$ cat config.mk
export PLATFORM = sky130hd
export DESIGN_NAME = acs_path_metric
export DESIGN_NICKNAME = d
export VERILOG_FILES = /design/src/rtl/viterbi_pkg.sv /design/src/rtl/acs_unit.sv /design/src/rtl/acs_path_metric.sv
export SDC_FILE = /design/constraint.sdc
export NUM_CORES = 1
export LEC_CHECK = 0
export CORE_MARGIN = 3
export CORE_UTILIZATION = 50
export CTS_BUF_LIST = sky130_fd_sc_hd__clkbuf_16
export CTS_CLUSTER_DIAMETER = 150
export DETAILED_ROUTE_END_ITERATION = 6
export GPL_ROUTABILITY_DRIVEN = 1
export PLACE_DENSITY = 0.67
export SYNTH_ARGS = -nofsm -noshare
export SYNTH_HDL_FRONTEND = slang
export SYNTH_SLANG_ARGS = --single-unit
$ cat constraint.sdc
create_clock -name clk -period 17.2 [get_ports clk]
set_clock_uncertainty 0.1 [all_clocks]
set_input_delay 5.16 -clock clk [delete_from_list [all_inputs] [get_ports clk]]
set_output_delay 5.16 -clock clk [all_outputs]
set_load 0.01 [all_outputs]
$ cat src/rtl/viterbi_pkg.sv
// Shared trellis definitions for the K=4, rate-1/2 Viterbi decoder (G1=1111, G0=1101).
package viterbi_pkg;

    localparam int NUM_STATES = 8;
    localparam int K          = 4;
    localparam logic [K-1:0] G1 = 4'b1111;
    localparam logic [K-1:0] G0 = 4'b1101;

    localparam int PM_WIDTH = 8;
    typedef logic [PM_WIDTH-1:0] pm_t;

    // Codeword {c1,c0} emitted when input u is shifted into encoder state 'state'.
    function automatic logic [1:0] exp_code(input logic [2:0] state, input logic u);
        logic [K-1:0] r;
        r = {u, state};
        return {^(r & G1), ^(r & G0)};
    endfunction

endpackage

$ cat src/rtl/acs_unit.sv
// One add-compare-select cell: extends both predecessor metrics and keeps the smaller.
module acs_unit #(
    parameter int PM_W = 8
) (
    input  logic [PM_W-1:0] pm0,
    input  logic [PM_W-1:0] pm1,
    input  logic [1:0]      bm0,
    input  logic [1:0]      bm1,
    output logic [PM_W-1:0] new_pm,
    output logic            dec
);

    logic [PM_W-1:0] cand0;
    logic [PM_W-1:0] cand1;

    assign cand0 = pm0 + {{(PM_W-2){1'b0}}, bm0};
    assign cand1 = pm1 + {{(PM_W-2){1'b0}}, bm1};

    // Strict compare so a tie resolves to the lower-numbered predecessor.
    assign dec    = (cand1 < cand0);
    assign new_pm = dec ? cand1 : cand0;

endmodule

$ cat src/rtl/acs_path_metric.sv
// ACS stage: eight registered path metrics, survivor decisions per next-state,
// and the best state with its normalized metric, one trellis step per valid.
module acs_path_metric
    import viterbi_pkg::*;
#(
    parameter int PM_W    = 8,
    parameter int INIT_PM = 16
) (
    input  logic            clk,
    input  logic            rst_n,
    input  logic            sync_clr,
    input  logic            in_valid,
    input  logic [7:0]      bm,
    output logic [7:0]      dec_bits,
    output logic            dec_valid,
    output logic [2:0]      best_state,
    output logic [PM_W-1:0] best_pm
);

    logic [PM_W-1:0]       pm      [NUM_STATES];
    logic [PM_W-1:0]       new_pm  [NUM_STATES];
    logic [PM_W-1:0]       norm_pm [NUM_STATES];
    logic [NUM_STATES-1:0] dec;
    logic [PM_W-1:0]       min_pm;
    logic [PM_W-1:0]       min_norm;
    logic [2:0]            min_idx;
    logic                  norm;

    // Predecessors of ns are {ns[1:0],b}; the input bit on both branches is ns[2].
    for (genvar g = 0; g < NUM_STATES; g++) begin : g_acs
        localparam logic [2:0] NS = 3'(g);
        localparam logic [2:0] P0 = {NS[1:0], 1'b0};
        localparam logic [2:0] P1 = {NS[1:0], 1'b1};
        localparam logic [1:0] C0 = exp_code(P0, NS[2]);
        localparam logic [1:0] C1 = exp_code(P1, NS[2]);

        acs_unit #(.PM_W(PM_W)) u_acs (
            .pm0    (pm[P0]),
            .pm1    (pm[P1]),
            .bm0    (bm[2*int'(C0) +: 2]),
            .bm1    (bm[2*int'(C1) +: 2]),
            .new_pm (new_pm[g]),
            .dec    (dec[g])
        );
    end

    // NOTE: every always_comb output gets a default before the loop so no latch is inferred.
    always_comb begin
        min_pm  = new_pm[0];
        min_idx = '0;
        for (int i = 1; i < NUM_STATES; i++) begin
            if (new_pm[i] < min_pm) begin
                min_pm  = new_pm[i];
                min_idx = 3'(i);
            end
        end
        // All metrics share the MSB once the minimum reaches half range; dropping it subtracts 2**(PM_W-1).
        norm     = min_pm[PM_W-1];
        min_norm = norm ? {1'b0, min_pm[PM_W-2:0]} : min_pm;
        for (int i = 0; i < NUM_STATES; i++) begin
            norm_pm[i] = norm ? {1'b0, new_pm[i][PM_W-2:0]} : new_pm[i];
        end
    end

    // NOTE: the metric array is reset explicitly; its start values define trellis step 0.
    always_ff @(posedge clk or negedge rst_n) begin
        if (!rst_n) begin
            for (int i = 0; i < NUM_STATES; i++) begin
                pm[i] <= (i == 0) ? '0 : PM_W'(INIT_PM);
            end
            dec_bits   <= '0;
            dec_valid  <= 1'b0;
            best_state <= '0;
            best_pm    <= '0;
        end else if (sync_clr) begin
            for (int i = 0; i < NUM_STATES; i++) begin
                pm[i] <= (i == 0) ? '0 : PM_W'(INIT_PM);
            end
            dec_bits   <= '0;
            dec_valid  <= 1'b0;
            best_state <= '0;
            best_pm    <= '0;
        end else if (in_valid) begin
            for (int i = 0; i < NUM_STATES; i++) begin
                pm[i] <= norm_pm[i];
            end
            dec_bits   <= dec;
            dec_valid  <= 1'b1;
            best_state <= min_idx;
            best_pm    <= min_norm;
        end else begin
            dec_valid <= 1'b0;
        end
    end

endmodule

# Yosys cells after proc, flatten, opt, wreduce, memory -nomap -nowiden
# Index checks and enable logic that the tools add are counted.
[word_totals]
rom_bits = 0
ram_bits = 0
output_inout_bits = 20
word_cells = 84
input_bits = 12
regBits = 84
latch_bits = 0
mem_count = 0
[op_classes]
reduce_logical = 1
magnitude_cmp = 15
n_mul = 0
addsub = 16
n_bitwise = 0
n_shift = 0
n_eq_ne = 0
muxes = 40
div_mod_pow = 0
[op_table]
columns = ["operator", "count"]
rows = [
  ["8-bit 2-to-1 mux", 27],
  ["8-bit by 2-bit adder with 8-bit output", 16],
  ["64-bit 2-to-1 mux", 2],
  ["8-bit < comparator", 15],
  ["3-bit 2-to-1 mux", 8],
  ["1-bit 2-to-1 mux", 3],
  ["2-bit nonzero test", 1],
]

# Longest topological paths before layout
[logic_depth]
depth_word = 20
mapped_depth = 79
mapped_depth_nobuf = 73

# Hierarchy
# From an unflattened synthesis, not the netlist that was laid out.
[hier_totals]
hier_cells = 1198
hier_area_um2 = 10194.8
[modules_own_cells]
columns = ["module", "cells_each", "seq_area_each_um2", "area_per_inst_um2", "n_inst"]
rows = [
  ["acs_path_metric", 608, 2085.8, 5656.7, 1],
  ["acs_unit (g_acs[1].u_acs ...)", 74, 0.0, 566.8, 7],
  ["acs_unit (g_acs[0].u_acs)", 72, 0.0, 570.5, 1],
]

# Least setup slack after synthesis
# OpenSTA, ideal clock, no wires.
[synth_path]
path_type = "input -> register"
start = "input port bm[6]"
end = "register pm[23] (netlist name)"
arrival_time_ns = 19.249
setup_slack_ns = -2.259
path_buffers = 6
required_ns = 16.990
setup_time_ns = 0.110
path_stages = 71
cell_sequence = "ha_1 -> fa_1 -> nand2_1 -> nor2_1 -> xor2_1 -> ha_1 -> and4_1 -> o21ai_0 -> o21ai_1 -> clkbuf_1 -> nor2_1 -> a21oi_1 -> inv_1 -> ha_1 -> a21o_1 -> a21o_1 -> a21oi_1 -> nand2_1 -> (+35 left out) -> mux2_2 -> ha_1 -> a2111oi_0 -> o2111ai_4 -> and2_1 -> buf_6 -> mux2_4 -> ha_1 -> a21o_1 -> a21oi_1 -> o21ai_0 -> nor2_1 -> and3_1 -> o211ai_1 -> nand2_1 -> clkbuf_1 -> a22oi_1 -> o41ai_1"
[synth_between]
elab_chain_cells = 20
elab_cells_between_ends = 29
classes_between = "add/sub: 4; order compare: 11; mux: 14"
[synth_lines]
columns = ["element", "line", "source"]
rows = [
  ["start, declared", "acs_path_metric.sv:13", "input logic [7:0] bm,"],
  ["8-bit by 2-bit adder with 8-bit output", "acs_unit.sv:17", "assign cand1 = pm1 + {{(PM_W-2){1'b0}}, bm1};"],
  ["8-bit < comparator", "acs_unit.sv:20", "assign dec = (cand1 < cand0);"],
  ["8-bit 2-to-1 mux", "acs_unit.sv:21", "assign new_pm = dec ? cand1 : cand0;"],
  ["8-bit < comparator", "acs_path_metric.sv:52", "if (new_pm[i] < min_pm) begin"],
  ["8-bit 2-to-1 mux", "acs_path_metric.sv:52", ""],
  ["8-bit < comparator", "acs_path_metric.sv:52", ""],
  ["8-bit 2-to-1 mux", "acs_path_metric.sv:52", ""],
  ["8-bit < comparator", "acs_path_metric.sv:52", ""],
  ["(+4 left out)", "--", ""],
  ["8-bit 2-to-1 mux", "acs_path_metric.sv:52", ""],
  ["8-bit < comparator", "acs_path_metric.sv:52", ""],
  ["8-bit 2-to-1 mux *", "acs_path_metric.sv:52", ""],
  ["8-bit < comparator", "acs_path_metric.sv:52", ""],
  ["8-bit 2-to-1 mux *", "acs_path_metric.sv:52", ""],
  ["8-bit 2-to-1 mux *", "acs_path_metric.sv:61", "norm_pm[i] = norm ? {1'b0, new_pm[i][PM_W-2:0]} : new_pm[i];"],
  ["64-bit 2-to-1 mux *", "acs_path_metric.sv:83", "end else if (in_valid) begin"],
  ["64-bit 2-to-1 mux *", "acs_path_metric.sv:75", "end else if (sync_clr) begin"],
  ["end signal, assigned by index", "acs_path_metric.sv:69", "pm[i] <= (i == 0) ? '0 : PM_W'(INIT_PM);"],
  ["end signal, assigned by index", "acs_path_metric.sv:77", "pm[i] <= (i == 0) ? '0 : PM_W'(INIT_PM);"],
  ["end signal, assigned by index", "acs_path_metric.sv:85", "pm[i] <= norm_pm[i];"],
  ["end, declared", "acs_path_metric.sv:20", "logic [PM_W-1:0] pm [NUM_STATES];"],
]
# Mark *: on every way between the ends. The rest lies on a longest branch, timed or not. The select of a mux whose other input is x is not followed.
# A chain may end at the register's enable or synchronous reset.

# Final worst setup path
[layout_path]
start = "input port bm[6]"
end = "register best_pm[2]"
[layout_between]
elab_chain_cells = 19
elab_cells_between_ends = 28
classes_between = "add/sub: 4; order compare: 11; mux: 13"
[layout_lines]
columns = ["element", "line", "source"]
rows = [
  ["8-bit by 2-bit adder with 8-bit output", "acs_unit.sv:17", ""],
  ["8-bit < comparator", "acs_unit.sv:20", ""],
  ["8-bit 2-to-1 mux", "acs_unit.sv:21", ""],
  ["8-bit < comparator", "acs_path_metric.sv:52", ""],
  ["8-bit 2-to-1 mux", "acs_path_metric.sv:52", ""],
  ["8-bit < comparator", "acs_path_metric.sv:52", ""],
  ["8-bit 2-to-1 mux", "acs_path_metric.sv:52", ""],
  ["8-bit < comparator", "acs_path_metric.sv:52", ""],
  ["(+3 left out)", "--", ""],
  ["8-bit < comparator", "acs_path_metric.sv:52", ""],
  ["8-bit 2-to-1 mux", "acs_path_metric.sv:52", ""],
  ["8-bit < comparator", "acs_path_metric.sv:52", ""],
  ["8-bit 2-to-1 mux *", "acs_path_metric.sv:52", ""],
  ["8-bit < comparator", "acs_path_metric.sv:52", ""],
  ["8-bit 2-to-1 mux *", "acs_path_metric.sv:52", ""],
  ["8-bit 2-to-1 mux *", "acs_path_metric.sv:83", ""],
  ["8-bit 2-to-1 mux *", "acs_path_metric.sv:75", ""],
  ["end signal, assigned", "acs_path_metric.sv:90", "best_pm <= min_norm;"],
  ["end, declared", "acs_path_metric.sv:17", "output logic [PM_W-1:0] best_pm"],
]
# Marks and branches as above.

==> key figures <==
Run status
  – Status: finished with violations
  – Failing checks: setup timing

Placed design
  – Dpl ws: -1060 ps
  – DP Area: 12100 um2
  – RePlAce Congestion: 0.963
  – Post-DP HPWL: approximately 26000 um
  – Port-buffer cells: 30

STA
  – Crit path time final: approximately 17000 ps
  – Worst Max-Slew Pin Slew: 1220 ps
  – Period utilisation layout: 1.01
  – Relative slew slack: 0.183
  – Worst hold slack: 383 ps
  – RSZ-0062 raised after global routing: true
  – Final WS setup: -200 ps
  – Pins Over Slew Limit: 0
  – Final setup fails: 15
  – Sum Neg Setup Slack: -1980 ps
  – Final hold violation count: 0
  – Fmax achieved: around 57 MHz

Detailed routing
  – WL per Instance: 20.7 um
  – Vias/cell: 5.94
  – Drt pass-1 iters: 5
  – Via count: between 9000 and 10000
  – Post-route ant nets: 0
  – # DRC: 0
  – DRT iter0 DRCs: 758
  – Post-Route WL: between 30000 and 40000 um

Layout
  – Storage cell area: ~2100 um2
  – Multi-input logic area: 8420 um2
  – Share of cells above drive strength 1: 0.358
  – Layout Area Growth over Synthesis: 39.7%
  – Commonest cells after routing, fill and taps aside: buf_4 (258), ha_1 (101), nand2_1 (89)
  – Diode count: 0
  – # fillers: 1443
  – Nets: 1572
  – Finished Cell Area: 13800 um2
  – Most common cell after layout, fill and taps aside: buf_4

Logic synthesis
  – Post-Synth XOR/XNOR Area: 0.0852
  – Mapped cell area: about 9900 um2
  – Synth Register Bits: 83
  – Number of enable flip-flop cells after synthesis: 0
  – Simple-Gate Fraction of Synth Area: 0.152
  – YS warnings: 0
  – Cell count after synthesis: 1155
  – Largest family of logic cells by synthesized area: compound AO/OA/AOI/OAI gates
  – Asr flop ratio synth: 1.00
  – Post-synthesis compound-gate area fraction: 0.236
  – Synth unique cells: just under 90
  – Post-synthesis sequential area ratio: 0.211
  – Primary FF master, synth: dfrtp_1
  – Syn avg cell area: 8.54 um2
  – Synthesized net count: 1310
  – Post-synthesis adder-cell area fraction: 0.193
  – Multiplexer area fraction after synthesis: 0.0705

Global route
  – Total GRT Usage: 0.313
  – First-pass GRT wire length: 53600 um
  – Initial antenna violation count: 0
  – Largest net degree at the start of global routing: 54
  – Grt total ovfl: 0
  – Number of global-route vias before repair: 9820

Flow run
  – Max Cap Viol: 0

Clock tree
  – Clock latency on the worst-skew pair: 360 ps
  – Hold Buf Count CTS: 0
  – CTS root buffer: clkbuf_16
  – CTS Buf Count: 9
  – H-tree Lvls: 3
  – CTS Sinks: 83
  – TritonCTS clock tree: built
  – Worst-case clock buffer depth: 2
  – Clock transition at the registers of the reported paths: 70 ps

Setup path
  – Max incr delay on CP: 420 ps
  – RR Startpoint: pm[49]
  – Setup CP Type: in -> reg
  – Worst setup EP type: flip-flop
  – Worst r2r path cells: just over 70
  – Most common cell on crit path: buf_4
  – CP max FO: 7
  – Worst EP arrival: between 15000 and 20000 ps
  – Reg2Reg Setup Slack: 4130 ps
  – Crit start category: primary input
  – Worst EP required: 17380 ps
  – R2R Path End: best_pm[2]
  – Critical Path Slowest Stage Cell: fa_2
  – CP Buf/Inv Count: 16
  – CP top delay family: compound AO/OA/AOI/OAI gates

Min path
  – WHS Endpoint: dec_bits[2]
  – Class of the most critical hold timing path: reg -> reg
  – Worst Min Path Start: dec_bits[2]
  – Min-Delay Path Depth: 2

Floorplanning
  – Core area: 19000 um2
  – Row cnt: 50
  – DIE WIDTH: 146 um
  – Initial core utilization: 0.519
  – Die area: 21500 um2
  – Num ports: 32
  – Die Y-Extent: 146 um
==> cell usage after synthesis (3+ instances only) <==
cell,n,area share
a221oi_1,5,0.0044
o31ai_2,3,0.0038
a221oi_2,4,0.0061
o31ai_1,5,0.0038
a211o_1,4,0.0035
clkbuf_1,46,0.017
and4_1,3,0.0027
a22oi_1,9,0.0068
mux2_2,9,0.010
a31oi_1,4,0.0025
o2111ai_1,3,0.0027
inv_1,72,0.027
xor2_1,48,0.043
a21o_1,51,0.039
nand2b_1,15,0.0095
nor3_1,9,0.0046
ha_1,127,0.16
o21ai_1,4,0.0020
nor2_1,98,0.037
o211a_1,5,0.0051
dfrtp_1,76,0.19
and3_1,7,0.0044
nor2b_1,8,0.0051
mux2i_1,55,0.056
buf_2,3,0.0015
o21a_1,6,0.0046
dfstp_2,7,0.019
nand3_1,23,0.012
a2111oi_0,3,0.0027
a21boi_0,3,0.0023
o21ai_0,58,0.029
nand2_1,103,0.039
o211ai_1,12,0.0091
nor4_1,3,0.0019
a21oi_1,55,0.028
nand4_1,29,0.018
o22a_1,8,0.0071
fa_1,16,0.032
and2_1,12,0.0076
xnor2_1,48,0.043
a221o_1,5,0.0051
a22o_1,26,0.023
a211oi_1,11,0.0084
==> stage by stage <==
stage,instances,util
after global routing,1682,0.725
final,1682,0.725
after CTS,1657,0.685
after detailed placement,1604,0.638
after floorplan,1155,-
after global placement,1604,0.638
==> state kept, by name, summed over array words and instances, names as in the netlist <==
register,flops
pm,64
dec_bits,8
best_pm,7
best_state,3
dec_valid,1
==> worst max path at each step <==
stage / to / start / slack (ps) / cells after the start
finish: best_pm[2] / bm[6] / -200 / 73
global route: best_pm[5] / bm[6] / -810 / 73
CTS: best_pm[3] / bm[1] / 6 / 74
detailed placement: best_state[1] / bm[0] / -1060 / 70
global placement: best_state[1] / bm[0] / -780 / 70
floorplan: best_state[2] / bm[6] / -380 / 74
==> area by class of cell <==
class | instances | share of cell area
clock buffers | 9 | 0.0163
clock inverters | 7 | 0.00490
inverters | 73 | 0.0201
multi-input cells | 947 | 0.611
flip-flops and latches | 83 | 0.151
well taps | 260 | 0.0236
repair buffers | 302 | 0.173
repair inverters | 1 | 0.000545
==> logic make-up after synthesis <==
family	count (synthesis)
other cells	1
xor+xnor	96
compound gates	316
simple gates	322
buf+inv	127
fa+ha+maj	143
flops	83
mux	67
==> worst min-delay path, delay by kind of cell, from the launching register on <==
| kind | cells | cell delay, ps |
|---|---|---|
| and+or+nand+nor | 1 | 40 |
| DFF | 1 | 340 |
| AOI/OAI and AO/OA | 1 | 60 |
==> per-layer routing <==
layer / GRT usage / part of all wire / vias up
met4: 0.121 / 0.032 / 0
li1: - / - / 4736
met3: 0.0379 / 0.056 / 68
met1: 0.443 / 0.46 / 4842
met2: 0.491 / 0.46 / 351
met5: 0 / 0 / -
==> repair_timing <==
action | 4_1_cts | 5_1_grt
buffers inserted | 34 | 25
gates cloned | 3 | 0
endpoints found under the setup margin | 17 | 17
pin swaps | 47 | 93
gates resized for setup | 85 | 138
Power is not shown: default switching activity piles up to over one toggle a cycle in this logic, so the estimate is an artifact.
